<file path="src/rtl/hs_pkg.sv">
// Shared definitions for the hiscore upload reader: FSM state encoding,
// fill byte returned for reads outside the RAM window, default upload slot.
package hs_pkg;

    typedef enum logic [2:0] {
        IDLE    = 3'd0,
        ARM     = 3'd1,
        READY   = 3'd2,
        FETCH   = 3'd3,
        RELEASE = 3'd4
    } hs_state_e;

    localparam int unsigned HS_IOCTL_AW     = 25;
    localparam logic [7:0]  HS_FILL         = 8'hFF;
    localparam logic [7:0]  HS_UPLOAD_INDEX = 8'd4;

endpackage

</file>
<file path="src/rtl/hs_upload_reader.sv">
// Serves HPS upload reads from a window of game RAM, pausing the CPU while
// the upload is active so the returned bytes are a consistent snapshot.
//
// Ports:
//   clk_sys, RESET_n           system clock, async active-low reset
//   ioctl_upload/index/rd/addr HPS upload request side (from hps_io)
//   ioctl_din, ioctl_wait      returned byte and host throttle
//   pause_req, paused          CPU pause handshake
//   ram_addr, ram_rd, ram_data shared hiscore RAM read port
//   busy                       high whenever the FSM is not IDLE
module hs_upload_reader
    import hs_pkg::*;
#(
    parameter int unsigned       ADDR_W       = 16,
    parameter logic [ADDR_W-1:0] BASE         = ADDR_W'(16'h6000),
    parameter int unsigned       LEN          = 256,
    parameter int unsigned       RAM_LAT      = 1,
    parameter logic [7:0]        UPLOAD_INDEX = HS_UPLOAD_INDEX
) (
    input  logic                   clk_sys,
    input  logic                   RESET_n,
    input  logic                   ioctl_upload,
    input  logic [7:0]             ioctl_index,
    input  logic                   ioctl_rd,
    input  logic [HS_IOCTL_AW-1:0] ioctl_addr,
    output logic [7:0]             ioctl_din,
    output logic                   ioctl_wait,
    output logic                   pause_req,
    input  logic                   paused,
    output logic [ADDR_W-1:0]      ram_addr,
    output logic                   ram_rd,
    input  logic [7:0]             ram_data,
    output logic                   busy
);

    localparam logic [HS_IOCTL_AW-1:0] LEN_W = HS_IOCTL_AW'(LEN);

    hs_state_e                r_state;
    logic                     r_pend;
    logic [HS_IOCTL_AW-1:0]   r_pend_addr;
    logic                     r_wait;
    logic [7:0]               r_din;
    logic [ADDR_W-1:0]        r_ram_addr;
    logic                     r_ram_rd;
    logic                     r_pause;
    logic                     r_busy;
    logic [RAM_LAT-1:0]       r_lat;

    hs_state_e                w_nxt_state;
    logic                     w_nxt_pend;
    logic [HS_IOCTL_AW-1:0]   w_nxt_pend_addr;
    logic                     w_nxt_wait;
    logic [7:0]               w_nxt_din;
    logic [ADDR_W-1:0]        w_nxt_ram_addr;
    logic                     w_nxt_ram_rd;
    logic                     w_nxt_pause;

    logic                     w_active;
    logic                     w_rd_new;
    logic                     w_req;
    logic [HS_IOCTL_AW-1:0]   w_req_addr;
    logic                     w_req_in_win;
    logic                     w_cap;

    assign w_active = ioctl_upload & (ioctl_index == UPLOAD_INDEX);
    // Strobes while already waiting are protocol violations and are dropped.
    assign w_rd_new = ioctl_rd & w_active & ~r_wait;
    assign w_req        = w_rd_new | r_pend;
    assign w_req_addr   = r_pend ? r_pend_addr : ioctl_addr;
    assign w_req_in_win = (w_req_addr < LEN_W);
    // Tap of the ram_rd delay line: RAM data is valid this cycle.
    assign w_cap = r_lat[RAM_LAT-1];

    // Next-state and next-output logic.
    always_comb begin
        w_nxt_state     = r_state;
        w_nxt_pend      = r_pend;
        w_nxt_pend_addr = r_pend_addr;
        w_nxt_wait      = r_wait;
        w_nxt_din       = r_din;
        w_nxt_ram_addr  = r_ram_addr;
        w_nxt_ram_rd    = 1'b0;
        w_nxt_pause     = r_pause;

        // A fresh strobe is held pending until it can be serviced.
        if (w_rd_new) begin
            w_nxt_pend      = 1'b1;
            w_nxt_pend_addr = ioctl_addr;
            w_nxt_wait      = 1'b1;
        end

        case (r_state)
            IDLE: begin
                if (w_active) begin
                    w_nxt_state = ARM;
                    w_nxt_pause = 1'b1;
                end
            end
            ARM: begin
                if (!w_active) begin
                    w_nxt_state = RELEASE;
                    w_nxt_pause = 1'b0;
                    w_nxt_pend  = 1'b0;
                    w_nxt_wait  = 1'b0;
                end else if (paused) begin
                    w_nxt_state = READY;
                end
            end
            READY: begin
                if (!w_active) begin
                    w_nxt_state = RELEASE;
                    w_nxt_pause = 1'b0;
                    w_nxt_pend  = 1'b0;
                    w_nxt_wait  = 1'b0;
                end else if (w_req && paused) begin
                    w_nxt_pend = 1'b0;
                    if (w_req_in_win) begin
                        w_nxt_ram_addr = BASE + w_req_addr[ADDR_W-1:0];
                        w_nxt_ram_rd   = 1'b1;
                        w_nxt_wait     = 1'b1;
                        w_nxt_state    = FETCH;
                    end else begin
                        w_nxt_din  = HS_FILL;
                        w_nxt_wait = 1'b0;
                    end
                end
            end
            FETCH: begin
                // The in-flight read always completes, even if the upload ended.
                if (w_cap) begin
                    w_nxt_din  = ram_data;
                    w_nxt_wait = 1'b0;
                    if (w_active) begin
                        w_nxt_state = READY;
                    end else begin
                        w_nxt_state = RELEASE;
                        w_nxt_pause = 1'b0;
                    end
                end
            end
            RELEASE: begin
                w_nxt_state = IDLE;
            end
            default: begin
                w_nxt_state = IDLE;
            end
        endcase
    end

    // State and output registers.
    always_ff @(posedge clk_sys or negedge RESET_n) begin
        if (!RESET_n) begin
            r_state     <= IDLE;
            r_pend      <= 1'b0;
            r_pend_addr <= '0;
            r_wait      <= 1'b0;
            r_din       <= 8'h00;
            r_ram_addr  <= '0;
            r_ram_rd    <= 1'b0;
            r_pause     <= 1'b0;
            r_busy      <= 1'b0;
            r_lat       <= '0;
        end else begin
            r_state     <= w_nxt_state;
            r_pend      <= w_nxt_pend;
            r_pend_addr <= w_nxt_pend_addr;
            r_wait      <= w_nxt_wait;
            r_din       <= w_nxt_din;
            r_ram_addr  <= w_nxt_ram_addr;
            r_ram_rd    <= w_nxt_ram_rd;
            r_pause     <= w_nxt_pause;
            r_busy      <= (w_nxt_state != IDLE);
            r_lat       <= RAM_LAT'({r_lat, r_ram_rd});
        end
    end

    assign ioctl_din  = r_din;
    // Raised in the strobe cycle itself so the host cannot sample stale data.
    assign ioctl_wait = r_wait | (ioctl_rd & w_active);
    assign pause_req  = r_pause;
    assign ram_addr   = r_ram_addr;
    assign ram_rd     = r_ram_rd;
    assign busy       = r_busy;

endmodule

</file>
<file path="config.mk">
export PLATFORM = sky130hd
export DESIGN_NAME = hs_upload_reader
export DESIGN_NICKNAME = d
export VERILOG_FILES = /design/src/rtl/hs_pkg.sv /design/src/rtl/hs_upload_reader.sv
export SDC_FILE = /design/constraint.sdc
export NUM_CORES = 1
export LEC_CHECK = 0
export CORE_MARGIN = 2
export CORE_UTILIZATION = 30
export DETAILED_ROUTE_END_ITERATION = 12
export MAX_ROUTING_LAYER = met4
export PLACE_DENSITY = 0.58
export SETUP_SLACK_MARGIN = 0.15
export SKIP_LAST_GASP = 1
export SYNTH_ARGS = -nofsm -noshare
export SYNTH_HDL_FRONTEND = slang
export SYNTH_SLANG_ARGS = --single-unit
</file>
<file path="constraint.sdc">
create_clock -name clk_sys -period 3.6 [get_ports clk_sys]
set_input_delay 0.72 -clock clk_sys [delete_from_list [all_inputs] [get_ports clk_sys]]
set_output_delay 0.72 -clock clk_sys [all_outputs]
set_load 0.05 [all_outputs]
</file>
Word-level counts from Yosys, hierarchy flattened
Cells that the tools add are included.
W data, S select, Z words.
Word-level totals
  memories kept: 0
  bits in writable memories: 0
  latch bits: 0
  bits in registers: 58
  bits in read-only memories: 0
Operators by class
  $mul: 0
  reduce and logical (&&, ||, !) cells: 9
  multiplexer cells: 34
  magnitude comparators: 1
  add/sub/neg operators: 1
  shift-type cells: 0
  div/mod/pow operators: 0
  equality and inequality tests: 9
  bitwise logic cells: 6
Operator list (number)
  $mux W8: 4
  $lt A25 B9 Y1 const B: 1
  $mux W25: 1
  $mux W3: 8
  $add A15 B16 Y16 const A: 1
  $mux W1: 16
  $pmux W8 S2: 1
  $pmux W3 S4: 1
  $ne A2 B2 Y1 const B: 5
  $eq A8 B3 Y1 const B: 1
  $eq A3 B2 Y1 const B: 2
  $pmux W1 S3: 2
  $reduce_bool A3 Y1: 2
  $reduce_and A5 Y1: 1
  $reduce_and A4 Y1: 1
  $and A1 B1 Y1: 3
  $eq A3 B1 Y1 const B: 1
  $logic_not A3 Y1: 1
  $reduce_and A3 Y1: 1
  $or A1 B1 Y1: 2
  $pmux W1 S2: 1
  $reduce_bool A2 Y1: 1
  $reduce_or A2 Y1: 1
  $logic_and A1 B1 Y1: 1
  $not A1 Y1: 1

Depth between registers and ports, before layout
Gate-level depths: netlist of the first run.
  depth after elaboration: 10
  gate-level depth with buffers: 11
  gate-level depth less buffers: 7

Least setup slack after synthesis of the first run
Ideal clock, no wire load.
  path kind: register to register
  from: register r_pend
  to: register r_ram_addr[10] (netlist: ram_addr[10])
  setup slack: 1.012 ns
  period minus slack after synthesis: 2.588 ns
  library setup time: 0.125 ns
  arrival time: 2.463 ns
  stages on the path, launching flop included: 12
  data required time: 3.475 ns
  cell sequence: dfrtp_1 > buf_2 > buf_2 > mux2i_1 > ha_1 > nor4b_1 > nand3_1 > a32oi_2 > nand2b_4 > buf_6 > buf_6 > mux2_4
On the way
  word-level cells in the longest chain between the ends: 3
Ends and longest elaborated chain
  start: declaration: line hs_upload_reader.sv:39  | logic r_pend;
  start signal: assignment: line hs_upload_reader.sv:165  | r_pend <= w_nxt_pend;
  $mux W25 or $or A1 B1 Y1 (tied branches): line hs_upload_reader.sv:69, hs_upload_reader.sv:68
  $lt A25 B9 Y1 or $logic_and A1 B1 Y1 (tied branches): line hs_upload_reader.sv:70, hs_upload_reader.sv:115
  $reduce_and A4 Y1 (no line)
  end signal: assignment: line hs_upload_reader.sv:169  | r_ram_addr <= w_nxt_ram_addr;
  end: declaration: line hs_upload_reader.sv:43  | logic [ADDR_W-1:0] r_ram_addr;
Several ways; a longest one is shown, not always the timed one.
A chain may end at the register's enable or synchronous reset.

Final worst setup path of the first run
  from: input ioctl_index[5]
  to: output ioctl_wait
On the way
  word-level cells in the longest chain between the ends: 4
Ends and longest elaborated chain
  start: declaration: line hs_upload_reader.sv:23  | input logic [7:0] ioctl_index,
  $eq A8 B3 Y1: line hs_upload_reader.sv:65  | assign w_active = ioctl_upload & (ioctl_index == UPLOAD_INDEX);
  $and A1 B1 Y1: line hs_upload_reader.sv:65
  $and A1 B1 Y1: line hs_upload_reader.sv:179  | assign ioctl_wait = r_wait | (ioctl_rd & w_active);
  $or A1 B1 Y1: line hs_upload_reader.sv:179
  end: declaration: line hs_upload_reader.sv:27  | output logic ioctl_wait,
Every way passes these cells.

==> reports/results.txt, run 1 <==
H-tree depth: 3
CP Capture Type: output pin
CTS-repair resized insts: 0
Clk_skew: 0.00807 ns
Reg clk slew, reported paths: 0.07 ns
DIE HEIGHT: 97.4 um
Run status: finished, final reports clean
Ports: 74
Sw power: 0.347 mW
Clk sink count: 58
Distinct cells, synth: 38
CTS Hold Buffers Added: 0
Clock root cell: clkbuf_8
PD cells: 408 nW/um^2
Area Overhead vs Synth: 40.6%
Reg power frac: 0.450
Via count: 1764
Initial antenna violation count: 0
Comb pwr share: 0.096
GRT Util Overall: 0.126
Max Fclk: 334 MHz
Die Area: 9480 um^2
EDFF count, synth: 0
Number of buffers created by CTS: 9
Cell area after synthesis: 2620 um^2
Router iterations before antenna repair: 4
Register area: 1450 um^2
Switch share: 0.231
DR iter-0 viols: 73
First-pass GRT wire length: 9170 um
Final Wtd Congestion: 0.741
Worst R2R Setup Slack: 1.04 ns
Number of remaining DRC errors: 0
Setup TNS: 0 ns
Max-Cap Viols: 0
Skew-Pair Late Insertion Delay: 0.33 ns
Antenna diodes: 0
Vias in the first global route: 1805
Grt total ovfl: 0
Final Hold Violating Endpoints: 0
Yosys Warn Count: 0
Ys flop type: dfrtp_1
Worst Reg2Reg Path Length in Cells: 7
Asr flop ratio synth: 1.00
Avg Cell Area, Syn: 13.8 um^2
Tightest Pin Transition: 0.795 ns
Final non-filler cell total: 380
Post-CTS setup buffers: 0
Clock group share of total power: 0.454
Initial Util: 0.304
Pint: 1.15 mW
Multi-input logic area: 1080 um^2
Worst Hold Class: reg -> reg
Max-Slew Margin vs Limit: 0.470
Worst vdd ir: 199 uV
Final min period: 3.00 ns
Dpl hpwl: 3870 um
Die X: 97.4 um
Lkg Pwr: 1.69 nW
Antenna Violating Nets Remaining: 0
Largest net degree at the start of global routing: 37
Fin crit share: 0.833
Layout cells sized above 1: 0.290
Placed Instances: 364
Fill cell count: 807
Kind of critical path: in -> out
Synthesized instance count: 189
Layout net count: 315
Hold Path Stages: 0
Yosys reg bits: 58
CTS tree: yes
Routed Wire Length: 5540 um
Syn nets: 237
Clock Tree Buf Depth: 2
Via density: 4.64
Routed wire length per instance: 14.6 um
Area of the core: 8590 um^2
Register area share after synthesis: 0.555
Critical Path RT: 2.88 ns
Site Rows: 34
Startpoint types: input pin
Max Slew Vio Count: 0
Input/output buffers: 73
RSZ-0062 raised after global routing: no
Final setup viols: 0
CP max FO: 13
Arrival @ worst endpoint: 2.28 ns
==> per-stage QoR <==
step           setup WS, ns   util  instance area [um^2]  hold WS, ns  power (mW)
4_1_cts               0.583  0.428                  3680        0.394        1.52
3_5_place_dp          0.485  0.401                  3450        0.369       0.835
5_1_grt               0.520  0.428                  3680        0.406        1.57
3_3_place_gp          0.570  0.401                  3450        0.366       0.834
6_report              0.603  0.428                  3680        0.385        1.50
2_1_floorplan          1.01      -                  2620        0.424       0.744
==> flip-flops by register name, summed over array words and instances, names as in the netlist <==
register and flops:
ram_addr 16, r_wait 1, busy 1, r_state 3, ram_rd 1, r_pend_addr 25, ioctl_din 8, r_pend 1
r_lat 1, pause_req 1
==> cell usage after synthesis (all sizes together), types with 2 or more instances <==
| library cell | instances | share of area |
|---|---|---|
| nand2 | 2 | 0.0029 |
| and2 | 2 | 0.0053 |
| mux2 | 52 | 0.23 |
| dfrtp | 58 | 0.55 |
| ha | 2 | 0.0096 |
| a21oi | 5 | 0.0096 |
| nand3 | 3 | 0.0057 |
| mux2i | 3 | 0.011 |
| o22a | 8 | 0.027 |
| nor4 | 6 | 0.014 |
| a22oi | 2 | 0.0057 |
| nor3b | 2 | 0.0077 |
| buf | 10 | 0.026 |
| nor4b | 4 | 0.016 |
| nor3 | 4 | 0.0077 |
| nor2 | 6 | 0.0086 |
| o21ai | 2 | 0.0038 |
| inv | 4 | 0.0057 |
==> cell usage in the layout (no fill, tap or decap), types with 2 or more instances in the layout <==
cell,synthesis,layout
clkinvlp_4,0,4
mux2_4,6,6
bufinv_16,0,2
ha_1,2,2
clkdlybuf4s50_1,0,71
o21ai_0,2,2
nand3_1,3,3
nor2_1,6,6
o22a_1,8,8
nor4_1,6,6
inv_1,4,4
mux2i_1,3,3
dfrtp_1,58,58
a21oi_1,5,5
mux2_2,46,46
nor4b_1,3,3
buf_4,2,4
nand2_1,2,2
clkbuf_8,0,10
a22oi_1,2,2
nor3_1,4,4
==> cells by family after synthesis <==
family / share of synthesized area
buffers and inverters: 0.0316
and+or+nand+nor: 0.0894
adders and majority gates: 0.00956
xor gates and xnor gates: 0.00335
DFF: 0.555
AOI/OAI and AO/OA: 0.0674
muxes: 0.244
==> power groups by stage <==
stage          registers, mW  logic, mW  clock network [mW]
6_report               0.675      0.145               0.681
5_1_grt                0.676      0.157               0.740
4_1_cts                0.675      0.148               0.701
3_5_place_dp           0.687      0.147                   0
3_3_place_gp           0.687      0.147                   0
2_1_floorplan          0.704     0.0396                   0
==> critical path, cell delays in order <==
cell and delay [ns]:
clkdlybuf4s50_1 0.41, nor4b_2 0.25, and4b_1 0.49, a21o_1 0.26
buf_12 0.15
==> per-layer routing <==
layer	wire, um	track usage	share of wire	up-vias
li1	-	-	-	848
met1	2700	0.172	0.49	861
met2	2500	0.177	0.45	48
met3	266	0.0360	0.048	7
met4	64	0.0481	0.012	0
met5	0	-	0	-
==> final cells by class <==
type / count / share of cell area
clock buffer: 10 / 0.0374
clock inverter: 6 / 0.0245
inverter: 4 / 0.00408
multi-input combinational: 117 / 0.294
sequential: 58 / 0.395
tap: 108 / 0.0367
timing repair buffer: 77 / 0.208
==> path summary, 6_finish.rpt <==
check                          startpoint      endpoint
max                        ioctl_index[5]    ioctl_wait
min                                ram_rd         r_lat
max reg2reg                        r_pend  ram_addr[13]
min reg2reg                        ram_rd         r_lat
max in group asynchronous         RESET_n  ram_addr[14]
min in group asynchronous         RESET_n  ioctl_din[3]
Power figures use the tool's default switching activity.
==> run 2, diff against run 1 <==
- PLACE_DENSITY: 0.58 -> 0.61
- clock period: 3.6 -> 2.6 ns (I/O delays scaled with it)
==> reports/results.txt, run 2 (synthesis gave the netlist of run 1 again) <==
Run status: finished, final reports clean
Number of buffers created by CTS: 9 (unchanged)
Startpoint types: input pin
Final min period: 2.37 ns
Number of flip-flops under the largest register name: 25 (unchanged)
Reg clk slew, reported paths: 0.07 ns (about the same)
Skew-Pair Late Insertion Delay: 0.33 ns (about the same)
CP Capture Type: output pin
Placed Instance Area: 3520 um^2 (+2.1%)
Worst setup path start: ioctl_index[5]
Antenna diodes: 0 (unchanged)
DIE HEIGHT: 97.4 um (unchanged)
Router iterations before antenna repair: 4 (unchanged)
Tightest Pin Transition: 0.518 ns (-0.277 ns)
Die Area: 9480 um^2 (unchanged)
Clk_skew: 0.00816 ns (+0.0000928 ns)
CP max FO: 3 (-10)
Vias in the first global route: 2018 (+12%)
Layout net count: 327 (+3.8%)
Number of remaining DRC errors: 0 (unchanged)
Fill cell count: 807 (unchanged)
GRT Util Overall: 0.131 (+0.00590)
Via count: 1869 (+6.0%)
Largest net degree at the start of global routing: 24 (-35%)
Clock root cell: clkbuf_8
Initial Util: 0.304 (unchanged)
Site Rows: 34 (unchanged)
Fin crit share: 0.910
Most common cell after layout, fill and taps aside: clkdlybuf4s50_1
Routed Wire Length: 6040 um (+9.1%)
Layout cells sized above 1: 0.345 (+0.0546)
Switch share: 0.223 (-0.00800)
Max Fclk: 423 MHz
Routed wire length per instance: 15.4 um (+5.8%)
Sw power: 0.476 mW (+37%)
Area Overhead vs Synth: 47.7%
Grt total ovfl: 0 (unchanged)
Dpl hpwl: 4200 um (+8.5%)
Antenna Violating Nets Remaining: 0 (unchanged)
Clock Tree Buf Depth: 2 (unchanged)
Area of the core: 8590 um^2 (unchanged)
First-pass GRT wire length: 9740 um (+6.2%)
Arrival @ worst endpoint: 1.85 ns (-0.43 ns)
Max-Slew Margin vs Limit: 0.654 (+0.184)
Kind of critical path: in -> out
Die X: 97.4 um (unchanged)
DR iter-0 viols: 57 (-22%)
Final setup viols: 0 (unchanged)
Initial antenna violation count: 0 (unchanged)
Ports: 74 (unchanged)
Most frequent cells in the layout: clkdlybuf4s50_1, dfrtp_1, mux2_2, clkbuf_8, buf_4
Design Power: 2.14 mW (+42%)
Clk sink count: 58 (unchanged)
Worst path slowest cell: clkdlybuf4s50_1
PD cells: 553 nW/um^2 (+35%)
Clock group share of total power: 0.461 (+0.007)
Final Wtd Congestion: 0.772 (+4.2%)
CP cell instances: clkdlybuf4s50_1 -> nor4b_2 -> and4b_1 -> a21o_1 -> buf_12
Max Slew Vio Count: 0 (unchanged)
Pint: 1.66 mW (+44%)
H-tree depth: 3 (unchanged)
Max-Cap Viols: 0 (unchanged)
RSZ-0062 raised after global routing: no
Via density: 4.77 (+2.7%)
Worst Hold Class: in -> async
Critical Path Max Stage Delay: 0.41 ns (-0.08 ns)
Comb pwr share: 0.102 (+0.006)
Final Hold Violating Endpoints: 0 (unchanged)
Worst vdd ir: 305 uV (+54%)
CTS tree: yes
Critical Path RT: 2.08 ns (-0.80 ns)
Lkg Pwr: 1.78 nW (+5.6%)
Largest Register: r_pend_addr
Worst r2r src: r_pend
CTS Hold Buffers Added: 0 (unchanged)
Design area: 3860 um^2 (+5.1%)
Reg power frac: 0.438 (-0.012)
Input/output buffers: 73 (unchanged)
## run 2: changes by cell type in the layout (fill, tap and decap cells not counted), moves of 2 or more
cell        change
clkinvlp_4      -3
nand3_1         -2
nor4b_1         -2
nor4b_4         +2
nand3_2         +2
buf_4           +8
clkbuf_8        +2
## run 2: metal layers
metal  vias up  GRT usage  part of all wire
met5         -          -                 0
met4         0     0.0545            0.0093
met3         5     0.0309             0.044
met2        48      0.204              0.49
met1       934      0.166              0.45
li1        882          -                 -
## run 2: worst paths after layout
check	end	slack, ns	cells past startpoint
worst max-delay path	ioctl_wait	0.23	5
worst min-delay path	ioctl_din[0]	0.15	1
worst max register to register	ram_addr[9]	0.33	8
worst min register to register	r_lat	0.37	0
max in group asynchronous	r_pend_addr[23]	1.74	2
min in group clk_sys	r_lat	0.37	0
## run 2: per-stage QoR
| step | setup WS [ns] | hold WS, ns | TNS [ns] | std cells | util |
|---|---|---|---|---|---|
| CTS | 0.172 | 0.160 | 0 | 389 | 0.438 |
| global route | 0.139 | 0.176 | 0 | 392 | 0.450 |
| floorplan | 0.170 | 0.224 | 0 | 189 | - |
| global placement | -0.110 | 0.359 | -1.90 | 373 | 0.410 |
| finish | 0.234 | 0.148 | 0 | 392 | 0.450 |
| detailed placement | -0.214 | 0.360 | -4.06 | 373 | 0.410 |
## run 2: cell type report
cell class	instances	area [um^2]	area share
multi-input cells	119	1170	0.302
well taps	108	135	0.0350
clock inverters	4	72.6	0.0188
repair buffers	87	857	0.222
clock buffers	12	165	0.0427
flip-flops and latches	58	1450	0.376
inverters	4	15.0	0.00389
## run 2: power groups by stage
stage / combinational [mW] / sequential [mW] / clock (mW)
after floorplan: 0.0571 / 0.975 / 0
after global placement: 0.211 / 0.950 / 0
after detailed placement: 0.213 / 0.951 / 0
after CTS: 0.214 / 0.934 / 1.00
after global routing: 0.234 / 0.937 / 1.04
final: 0.217 / 0.935 / 0.984
## run 2: worst max-delay path, delay by kind of cell
kind	cells	cell delay, ns
and+or+nand+nor	2	0.57
buffers and inverters	2	0.56
AOI/OAI and AO/OA	1	0.20
## run 2: what timing repair did
item / CTS / global route
cloned: 0 / 2
buffers inserted: 0 / 1
setup endpoints to repair: 3 / 23
pin swaps: 0 / 12
gates resized for setup: 1 / 10
==> run 3, diff against run 2 <==
- CAP_MARGIN: unset -> 20
- PLACE_DENSITY: 0.61 -> 0.58
- clock period: 2.6 -> 3 ns (I/O delays scaled with it)
==> reports/results.txt, run 3 (synthesis gave the netlist of run 1 again) <==
Dpl hpwl: 4050 um (-3.6%)
Die X: 97.4 um (unchanged)
Most frequent cells in the layout: clkdlybuf4s50_1, dfrtp_1, mux2_2, clkbuf_8
Via count: 1820 (-2.6%)
Most common cell after layout, fill and taps aside: clkdlybuf4s50_1
Worst vdd ir: 197 uV (-35%)
Multi-input logic area: 1080 um^2 (-7.3%)
Vias in the first global route: 1911 (-5.3%)
Routed wire length per instance: 14.8 um (-4.2%)
Routed Wire Length: 5650 um (-6.4%)
Lkg Pwr: 1.71 nW (-4.0%)
Max-Slew Margin vs Limit: 0.659 (+0.00476)
Antenna Violating Nets Remaining: 0 (unchanged)
CTS-repair resized insts: 0 (-1)
Design Power: 1.73 mW (-19%)
Largest net degree at the start of global routing: 26 (+8.3%)
Clock Tree Buf Depth: 2 (unchanged)
Final Hold Violating Endpoints: 0 (unchanged)
CP max FO: 6 (+3)
Post-CTS setup buffers: 0 (unchanged)
Final min period: 2.64 ns
Reg power frac: 0.468 (+0.030)
Fin crit share: 0.879
Run status: finished, final reports clean
Place WS: 0.0775 ns (+0.291 ns)
Reg clk slew, reported paths: 0.06 ns (about the same)
CP Capture Type: output pin
Layout cells sized above 1: 0.295 (-0.0505)
Critical Path Max Stage Delay: 0.41 ns (about the same)
Worst path bufs/invs: 2 (unchanged)
Setup TNS: 0 ns (unchanged)
Max Slew Vio Count: 0 (unchanged)
Layout net count: 319 (-2.4%)
Max-Cap Viols: 0 (unchanged)
Final non-filler cell total: 383 (-2.3%)
CTS tree: yes
RSZ-0062 raised after global routing: no
Largest Register: r_pend_addr
H-tree depth: 3 (unchanged)
Worst Hold Class: in -> async
Kind of critical path: in -> out
Skew-Pair Late Insertion Delay: 0.33 ns (about the same)
CTS Hold Buffers Added: 0 (unchanged)
Switch share: 0.223 (-0.000531)
Site Rows: 34 (unchanged)
Via density: 4.75 (-0.33%)
Number of remaining DRC errors: 0 (unchanged)
Die Area: 9480 um^2 (unchanged)
Sw power: 0.384 mW (-19%)
Critical Path RT: 2.40 ns (+0.32 ns)
Clk sink count: 58 (unchanged)
DR iter-0 viols: 55 (-3.5%)
GRT Util Overall: 0.130 (-0.00198)
Input/output buffers: 73 (unchanged)
Worst path slowest cell: clkdlybuf4s50_1
Crit-path leading delay family: simple AND/OR/NAND/NOR gates
Clock root cell: clkbuf_8
Initial Util: 0.304 (unchanged)
Startpoint types: input pin
Tightest Pin Transition: 0.510 ns (-0.00711 ns)
Antenna diodes: 0 (unchanged)
Comb pwr share: 0.103 (about the same)
Worst setup margin: 0.364 ns (+0.130 ns)
Number of flip-flops under the largest register name: 25 (unchanged)
Final setup viols: 0 (unchanged)
Clk_skew: 0.00960 ns (+0.00144 ns)
Initial antenna violation count: 0 (unchanged)
Area of the core: 8590 um^2 (unchanged)
Grt total ovfl: 0 (unchanged)
Placed Instances: 368 (-1.3%)
DIE HEIGHT: 97.4 um (unchanged)
CP cell instances: clkdlybuf4s50_1 -> nor4b_2 -> and4b_1 -> a21o_1 -> buf_12
First-pass GRT wire length: 9380 um (-3.7%)
Ports: 74 (unchanged)
Arrival @ worst endpoint: 2.04 ns (+0.19 ns)
Router iterations before antenna repair: 4 (unchanged)
Fill cell count: 834 (+3.3%)
PD cells: 469 nW/um^2 (-15%)
Clock group share of total power: 0.429 (-0.032)
Max Fclk: 379 MHz
Register area: 1450 um^2 (unchanged)
Area Overhead vs Synth: 40.8%
Number of buffers created by CTS: 9 (unchanged)
Pint: 1.34 mW (-19%)
Final Wtd Congestion: 0.789 (+2.2%)
## run 3: cell types whose count changed in the layout (fill, tap and decap cells not counted), sizes merged
cell and change:
nand2b -2, bufinv -1, clkinvlp -1, clkbuf +1, buf -6
## run 3: per-layer routing
layer  GRT usage  share of wire  up-vias
li1            -              -      855
met1       0.163           0.46      909
met2       0.190           0.47       48
met3      0.0496          0.054        8
met4      0.0491          0.014        0
met5           -              0        -
## run 3: final timing paths
kind / cells past startpoint / endpoint / start / slack, ns
max: 5 / ioctl_wait / ioctl_index[5] / 0.36
min: 1 / ioctl_din[3] / RESET_n / 0.12
max reg2reg: 7 / ram_addr[13] / r_pend / 0.66
min reg2reg: 0 / r_lat / ram_rd / 0.37
max in group asynchronous: 2 / r_pend_addr[13] / RESET_n / 2.28
min in group clk_sys: 0 / r_lat / ram_rd / 0.37
## run 3: stage by stage
step / hold WS, ns / utilization / cell area, um^2
after CTS: 0.108 / 0.429 / 3680
after global routing: 0.111 / 0.429 / 3680
final: 0.124 / 0.429 / 3680
after detailed placement: 0.362 / 0.405 / 3480
after floorplan: 0.304 / - / 2620
after global placement: 0.357 / 0.405 / 3480
## run 3: worst reg2reg max path: stages, from the launching register on
cell      delay [ns]
dfrtp_1         0.42
mux2i_1         0.28
ha_1            0.20
nor4b_1         0.27
nand3_1         0.16
a32oi_2         0.29
nand2b_4        0.25
mux2_4          0.36
## run 3: layout make-up
cell class,instances,area share
flip-flops and latches,58,0.394
multi-input cells,117,0.294
repair buffers,81,0.216
clock buffers,13,0.0459
well taps,108,0.0367
clock inverters,2,0.00951
inverters,4,0.00408
## run 3: power groups by stage
stage / clock network [mW] / logic [mW] / registers [mW]
2_1_floorplan: 0 / 0.0475 / 0.845
3_3_place_gp: 0 / 0.179 / 0.823
3_5_place_dp: 0 / 0.180 / 0.824
4_1_cts: 0.764 / 0.181 / 0.809
5_1_grt: 0.802 / 0.192 / 0.811
6_report: 0.741 / 0.177 / 0.809
